[config.mk]
export PLATFORM = sky130hd
export DESIGN_NAME = pair_detect_arbiter
export DESIGN_NICKNAME = d
export VERILOG_FILES = /design/src/rtl/pair_detect_arbiter.sv
export SDC_FILE = /design/constraint.sdc
export NUM_CORES = 1
export LEC_CHECK = 0
export CAP_MARGIN = 10
export CORE_ASPECT_RATIO = 0.7
export CORE_MARGIN = 2
export CORE_UTILIZATION = 47
export CTS_CLUSTER_SIZE = 14
export DETAILED_ROUTE_END_ITERATION = 8
export PLACE_DENSITY = 0.79
export SETUP_SLACK_MARGIN = 0.1
export SLEW_MARGIN = 20
export SYNTH_ARGS = -nofsm -noshare
export SYNTH_HDL_FRONTEND = slang
export SYNTH_SLANG_ARGS = --single-unit
[constraint.sdc]
create_clock -name clock -period 5.8 [get_ports clock]
set_clock_uncertainty 0.1 [all_clocks]
set_input_delay 1.16 -clock clock [delete_from_list [all_inputs] [get_ports clock]]
set_output_delay 1.16 -clock clock [all_outputs]
set_load 0.01 [all_outputs]
[src/rtl/pair_detect_arbiter.sv]
// -----------------------------------------------------------------------------
// pair_detect_arbiter
//
// One "pair of equal bits" detection engine shared by NCH serial bit streams.
// Each channel keeps its own 2-bit detector context (IDLE / ONE / ZERO). Each
// clock a round-robin arbiter grants at most one eligible channel. The engine
// advances that channel's context with the offered bit. When the bit completes
// a non-overlapping "11" or "00" pair, the engine emits a registered match
// event tagged with the channel index and the pair kind.
//
// Ports:
//   clock        system clock, all state updates on the rising edge
//   reset        synchronous, active-high reset
//   enable       1 = arbitration runs, 0 = no grants and all state holds
//                (ctx_clear still acts)
//   in_valid     per-channel: a bit is offered on in_bit[i]
//   in_bit       per-channel serial data bit
//   in_ready     one-hot combinational grant; a transfer happens on channel i
//                when in_valid[i] & in_ready[i]
//   ctx_clear    per-channel synchronous context clear; also masks the
//                channel from arbitration in that cycle
//   match_valid  one-cycle pulse, the cycle after the pair-completing transfer
//   match_ch     channel index of the last match (holds between matches)
//   match_kind   1 = pair of ones, 0 = pair of zeros (holds between matches)
//   match_total  saturating count of all matches
// -----------------------------------------------------------------------------
module pair_detect_arbiter #(
  parameter int NCH  = 4,
  parameter int CW   = 2,
  parameter int CNTW = 8
) (
  input  logic            clock,
  input  logic            reset,
  input  logic            enable,
  input  logic [NCH-1:0]  in_valid,
  input  logic [NCH-1:0]  in_bit,
  output logic [NCH-1:0]  in_ready,
  input  logic [NCH-1:0]  ctx_clear,
  output logic            match_valid,
  output logic [CW-1:0]   match_ch,
  output logic            match_kind,
  output logic [CNTW-1:0] match_total
);

  // Detector context encoding. Encoding 2'b11 is never written. If it is
  // ever seen, the engine falls back to IDLE.
  typedef enum logic [1:0] {
    CTX_IDLE = 2'b00,
    CTX_ONE  = 2'b01,
    CTX_ZERO = 2'b10,
    CTX_BAD  = 2'b11
  } ctx_t;

  localparam logic [CNTW-1:0] TOTAL_MAX = {CNTW{1'b1}};
  localparam logic [CW:0]     NCH_W     = (CW+1)'(NCH);
  localparam logic [CW-1:0]   LAST_CH   = CW'(NCH - 1);

  // ---------------------------------------------------------------------------
  // State
  // ---------------------------------------------------------------------------
  logic [NCH-1:0][1:0] ctx_reg;
  logic [NCH-1:0][1:0] ctx_next;
  logic [CW-1:0]       rr_reg;
  logic                match_valid_reg;
  logic [CW-1:0]       match_ch_reg;
  logic                match_kind_reg;
  logic [CNTW-1:0]     match_total_reg;

  // ---------------------------------------------------------------------------
  // Arbitration
  // ---------------------------------------------------------------------------
  logic [NCH-1:0] eligible;
  logic           grant_any;
  logic [CW-1:0]  grant_idx;

  // A channel being cleared is masked out, so a clear never collides with a
  // transfer on the same channel.
  assign eligible = in_valid & ~ctx_clear & {NCH{enable}};

  // Scan rr, rr+1, ... with wrap-around and take the first eligible channel.
  // The sum uses one spare bit, so the wrap works for any NCH up to 2^CW.
  always_comb begin
    logic [CW:0]   scan_sum;
    logic [CW-1:0] scan_idx;
    grant_any = 1'b0;
    grant_idx = '0;
    scan_sum  = '0;
    scan_idx  = '0;
    for (int k = 0; k < NCH; k++) begin
      scan_sum = {1'b0, rr_reg} + (CW+1)'(k);
      if (scan_sum >= NCH_W) begin
        scan_sum = scan_sum - NCH_W;
      end
      scan_idx = scan_sum[CW-1:0];
      if (!grant_any && eligible[scan_idx]) begin
        grant_any = 1'b1;
        grant_idx = scan_idx;
      end
    end
  end

  // The grant is one-hot. It is driven only from the arbitration result.
  always_comb begin
    in_ready = '0;
    if (grant_any) begin
      in_ready[grant_idx] = 1'b1;
    end
  end

  // ---------------------------------------------------------------------------
  // Shared detection engine: operates on the granted channel only
  // ---------------------------------------------------------------------------
  ctx_t engine_cur;
  logic engine_bit;
  ctx_t engine_step;
  logic engine_hit;

  assign engine_cur = ctx_t'(ctx_reg[grant_idx]);
  assign engine_bit = in_bit[grant_idx];

  always_comb begin
    engine_step = CTX_IDLE;
    engine_hit  = 1'b0;
    case (engine_cur)
      CTX_IDLE: begin
        engine_step = engine_bit ? CTX_ONE : CTX_ZERO;
      end
      CTX_ONE: begin
        if (engine_bit) begin
          // Completed "11". The pair is consumed, so detection never overlaps.
          engine_step = CTX_IDLE;
          engine_hit  = 1'b1;
        end else begin
          engine_step = CTX_ZERO;
        end
      end
      CTX_ZERO: begin
        if (!engine_bit) begin
          engine_step = CTX_IDLE;
          engine_hit  = 1'b1;
        end else begin
          engine_step = CTX_ONE;
        end
      end
      default: begin
        engine_step = CTX_IDLE;
        engine_hit  = 1'b0;
      end
    endcase
  end

  logic match_fire;
  assign match_fire = grant_any & engine_hit;

  // ---------------------------------------------------------------------------
  // Per-channel context next-state.
  // A clear wins over everything except reset. A granted channel takes the
  // engine result. Every other channel holds, however long its gap lasts.
  // ---------------------------------------------------------------------------
  genvar gi;
  generate
    for (gi = 0; gi < NCH; gi++) begin : g_ctx
      assign ctx_next[gi] = ctx_clear[gi] ? CTX_IDLE
                          : (in_ready[gi] ? engine_step : ctx_reg[gi]);
    end
  endgenerate

  // ---------------------------------------------------------------------------
  // Sequential state
  // ---------------------------------------------------------------------------
  always_ff @(posedge clock) begin
    if (reset) begin
      ctx_reg         <= '0;
      rr_reg          <= '0;
      match_valid_reg <= 1'b0;
      match_ch_reg    <= '0;
      match_kind_reg  <= 1'b0;
      match_total_reg <= '0;
    end else begin
      ctx_reg         <= ctx_next;
      match_valid_reg <= match_fire;
      if (grant_any) begin
        // Start the next scan just after the channel that was served.
        rr_reg <= (grant_idx == LAST_CH) ? '0 : grant_idx + CW'(1);
      end
      if (match_fire) begin
        match_ch_reg   <= grant_idx;
        match_kind_reg <= engine_bit;
        if (match_total_reg != TOTAL_MAX) begin
          match_total_reg <= match_total_reg + CNTW'(1);
        end
      end
    end
  end

  assign match_valid = match_valid_reg;
  assign match_ch    = match_ch_reg;
  assign match_kind  = match_kind_reg;
  assign match_total = match_total_reg;

endmodule
; Word level (Yosys, flattened, before mapping)
; Cells that the tools add are included.
[totals]
register_bits = 22
out_inout_bits = 16
input_bits = 15
elab_cells = 84
[op_classes]
eq_ne = 4
bitwise_logic = 4
n_reduce_logical = 13
n_lt_le_gt_ge = 10
add_sub_neg = 9
mux = 35
[op_table]
columns = operator, n
row1 = $mux W2, 12
row2 = $lt A2 B3 Y1 const B, 5
row3 = $mux W1, 13
row4 = $bmux W1 S2, 5
row5 = $ge A3 B3 Y1 const B, 3
row6 = $add A8 B1 Y8 const B, 1
row7 = $and A4 B4 Y4, 2
row8 = $ne A8 B8 Y1 const B, 1
row9 = $reduce_or A2 Y1, 4
row10 = $sub A2 B1 Y2 const B, 4
row11 = $add A2 B2 Y3 const B, 2
row12 = $pmux W2 S3, 1
row13 = $bmux W2 S2, 1
row14 = $eq A2 B2 Y1 const B, 2
row15 = $logic_and A1 B1 Y1, 4
row16 = $mux W4, 1
row17 = $not A4 Y4, 1
row18 = $add A2 B1 Y3 const B, 1
row19 = $ge A2 B3 Y1 const B, 1
row20 = $logic_not A1 Y1, 3
row21 = $add A2 B1 Y2 const B, 1
row22 = $demux W1 S2, 1
row23 = $eq A2 B1 Y1 const B, 1
row24 = $ge A2 B1 Y1 const B, 1
row25 = other kinds (4), 4

; Depth between registers and ports, before layout
[logic_depth]
ltp_word = 21
mapped_depth = 10
ltp_nobuf = 10

; Worst setup path before layout
; No wires, ideal clock.
[synth_timing]
path_type = input to output
start = in in_valid[0]
end = out in_ready[0]
path_slack_ns = 2.175
required_ns = 4.540
stages = 8
path_buffers = 0
arrival_ns = 2.365
path_cell_list = nor2b_4 o21ai_0 o2111ai_1 a31oi_4 inv_1 ha_1 nand2_1 inv_1
[synth_via]
elab_chain_cells = 19
elab_cells_between_ends = 30
classes_between = order compare: 2 / mux: 19 / bitwise: 2 / reduce/logical: 7
[synth_lines]
columns = item, line_no
row1 = from (decl), 35  ; input logic [NCH-1:0] in_valid,
row2 = $and A4 B4 Y4 * (2 in series), 78  ; assign eligible = in_valid & ~ctx_clear & {NCH{enable}};
row3 = $bmux W1 S2, 95  ; if (!grant_any && eligible[scan_idx]) begin
row4 = $mux W1 (implied by the code), 95
row5 = $mux W1, 95
row6 = $logic_not A1 Y1, 95
row7 = $logic_and A1 B1 Y1, 95
row8 = $mux W1, 95
row9 = $logic_not A1 Y1, 95
row10 = [3 not listed], -
row11 = $logic_and A1 B1 Y1, 95
row12 = $mux W2 *, 95
row13 = via grant_idx[0], 74  ; logic [CW-1:0] grant_idx;
row14 = $lt A2 B3 Y1 (implied by the code) / $ge A2 B1 Y1 (equally long branches), 106  ; in_ready[grant_idx] = 1'b1;
row15 = $logic_and A1 B1 Y1 (implied by the code), 106
row16 = $mux W1 (implied by the code), 106
row17 = $demux W1 S2 *, 106
row18 = $mux W4 *, 105  ; if (grant_any) begin
row19 = to (decl), 37  ; output logic [NCH-1:0] in_ready,
; The timed path passes the listed nets; every way through them passes the cells marked *. The select of a mux whose other input is x is not followed.

; Worst setup path in the final report
[layout_timing]
start = in enable
end = out in_ready[0]
[layout_via]
elab_chain_cells = 18
elab_cells_between_ends = 29
classes_between = order compare: 2 / mux: 19 / bitwise: 1 / reduce/logical: 7
[layout_lines]
columns = item, line_no
row1 = from (decl), 34  ; input logic enable,
row2 = $and A4 B4 Y4 *, 78
row3 = $bmux W1 S2, 95
row4 = $mux W1 (implied by the code), 95
row5 = $mux W1, 95
row6 = $logic_not A1 Y1, 95
row7 = $logic_and A1 B1 Y1, 95
row8 = $mux W1, 95
row9 = $logic_not A1 Y1, 95
row10 = [3 not listed], -
row11 = $logic_and A1 B1 Y1, 95
row12 = $mux W2 *, 95
row13 = via grant_idx[0], 74
row14 = $lt A2 B3 Y1 (implied by the code) / $ge A2 B1 Y1 (equally long branches), 106
row15 = $logic_and A1 B1 Y1 (implied by the code), 106
row16 = $mux W1 (implied by the code), 106
row17 = $demux W1 S2 *, 106
row18 = $mux W4 *, 105
; Marks and branches as above.

==> impl_metrics.json <==
{
  "status": "finished clean",
  "cts_buffers": 3,
  "antennaDiodeCount": 0,
  "synthCells": 154,
  "power_frac_comb": 0.189,
  "utilization": 0.627,
  "cellPowerDensity_mw_per_mm2": 189,
  "antenna_found_initial": 0,
  "drt_first_pass_iters": 4,
  "max_slew_margin": 0.415,
  "placedCellCount": 216,
  "vias_per_cell": 5.69,
  "synth_warnings": 0,
  "finalHoldViolCount": 0,
  "crit_path_start_kind": "input port",
  "synth_top_area_share": 0.322,
  "fill_cells": 241,
  "die_h_um": 49.1,
  "synth_edf_count": 0,
  "peakVddDrop_uv": 121,
  "via_count": 1251,
  "cp_data_arrival_time_ps": 3640,
  "syn2layout_area_growth_pct": 27.5,
  "die-area_mm2": 0.00336,
  "critPathCaptureType": "output pin",
  "wl_per_cell_um": 14.5,
  "setup_tns_ps": 0,
  "max_slew.worst_pin.slew_ps": 875,
  "ys_top_cells_by_count": "dfxtp_1, nand2_1, nor2_1, nor3_1, mux2i_1",
  "syn_area_mm2": 0.00137,
  "yosysTopAreaCell": "dfxtp_1",
  "clock_path_buffers": 2,
  "cts.sinks": 22,
  "drv_cap": 0,
  "place_congestion": 0.946,
  "min_period_ps": 4900,
  "gr-total-overflow": 0,
  "p_leak_nw": 0.637,
  "yosysUniqueCellTypes": 47,
  "placementRows": 16,
  "h-tree-depth": 1,
  "pin_count": 31,
  "track_usage": 0.210,
  "multi_input_area_um2": 871,
  "avgSynthCellArea_um2": 8.88,
  "yosysMostFrequentCell": "dfxtp_1",
  "regArea_um2": 440,
  "yosysSeqAreaShare": 0.322,
  "slew_viol_final": 0,
  "die_w_um": 68.5,
  "crit_required_ps": 4540,
  "synth_fp_nets": 174,
  "grt_pass1_vias": 1139,
  "critical_path_class": "in -> out",
  "cts_tree": "yes",
  "async_reset_ff_frac": 0,
  "instances_no_fill": 220,
  "core_mm2": 0.00278,
  "ys_ff_latch": 22,
  "routed_wl_um": 3180,
  "cts_hold_buf": 0,
  "cellInternalPower_mw": 0.243,
  "grt_pass1_wl_um": 5280,
  "p_clk_frac": 0.336,
  "rsz0062_at_grt": "no",
  "clk-insertion-delay-late_ps": 260,
  "fin_crit_sh": 0.844,
  "cts_setup_buffers": 0,
  "grt_start_max_net_pins": 24,
  "hold_path_class": "reg -> reg",
  "switching_power_mw": 0.0869,
  "drt_iter0_drc": 77,
  "sw_frac_of_total": 0.264,
  "ant_nets": 0,
  "setup_viol": 0,
  "cts.root.buffer_cell": "clkbuf_8",
  "p_seq_frac": 0.475,
  "drc_errors": 0,
  "nets": 205,
  "cp_max_fo": 9,
  "post_cts_resized": 0,
  "clkSlewWorstSetupHoldPaths_ps": 80,
  "port-buffer-count": 30,
  "drive_gt1_frac": 0.109,
  "start_util": 0.491,
  "hpwlAfterDp_um": 2330,
  "yosys-top-cells-area": "dfxtp_1, mux2i_1, nor3_1",
  "clock.fmax_mhz": 204,
  "ys.flop_type": "dfxtp_1"
}
## cells by family (layout without fill, tap and decap cells)
| family | count (synthesis) | after routing | synth area share |
|---|---|---|---|
| adders and majority gates | 5 | 5 | 0.0457 |
| and+or+nand+nor | 67 | 67 | 0.265 |
| xor gates and xnor gates | 4 | 4 | 0.0256 |
| buffers and inverters | 12 | 42 | 0.0412 |
| muxes | 14 | 14 | 0.125 |
| AOI/OAI and AO/OA | 30 | 30 | 0.175 |
| DFF | 22 | 22 | 0.322 |
## cell type report
cell class,instances,share of cell area
multi-input combinational,120,0.499
sequential,22,0.253
timing repair buffer,30,0.172
clock buffer,4,0.0316
tap,36,0.0258
inverter,8,0.0187
## worst paths after layout
| path | endpoint | startpoint | slack, ps | cells past startpoint |
|---|---|---|---|---|
| max | in_ready[0] | enable | 900 | 10 |
| min | match_ch[1] | match_ch[1] | 390 | 2 |
| max reg2reg | match_total[4] | rr_reg[0] | 2670 | 8 |
| min reg2reg | match_ch[1] | match_ch[1] | 390 | 2 |
## stage by stage
step | worst slack, ps | hold WS, ps | power (mW) | cell area, um^2
2_1_floorplan | 2170 | 390 | 0.198 | 1370
3_5_place_dp | 950 | 375 | 0.221 | 1690
6_report | 902 | 385 | 0.330 | 1740
4_1_cts | 923 | 386 | 0.333 | 1740
5_1_grt | 756 | 408 | 0.345 | 1740
3_3_place_gp | 1050 | 361 | 0.219 | 1690
## layer usage
metal	GRT usage	share of wire	vias up	wire length, um
met5	0	0	-	0
met2	0.321	0.47	42	1500
met4	0.0633	0.011	0	35
met3	0.0739	0.072	4	228
li1	-	-	609	-
met1	0.276	0.45	596	1420
## power groups by stage
stage / clock [mW] / sequential, mW / combinational (mW)
floorplan: 0 / 0.160 / 0.0384
global placement: 0 / 0.160 / 0.0591
detailed placement: 0 / 0.160 / 0.0611
CTS: 0.115 / 0.156 / 0.0621
global route: 0.121 / 0.157 / 0.0672
finish: 0.111 / 0.156 / 0.0624
## layout by cell type (no fill, tap or decap), types with 2 or more instances in the layout
cell type,n
a21oi_1,9
and3_1,3
clkbuf_8,4
clkdlybuf4s50_1,30
dfxtp_1,22
ha_1,5
inv_1,7
mux2i_1,10
mux4_2,2
nand2_1,15
nand2b_1,4
nand3_1,4
nand4_1,3
nor2_1,13
nor2b_1,2
nor3_1,13
o211ai_1,3
o21ai_0,3
or4b_1,2
xnor2_1,4
## worst max-delay path, stage by stage
cell             delay (ps)
clkdlybuf4s50_1         630
or2b_1                  150
o211ai_1                100
a21o_2                  240
a31oi_4                 360
inv_1                   120
ha_1                    220
nand2_1                 100
inv_1                    80
clkdlybuf4s50_1         470
(Power assumes the default switching activity.)
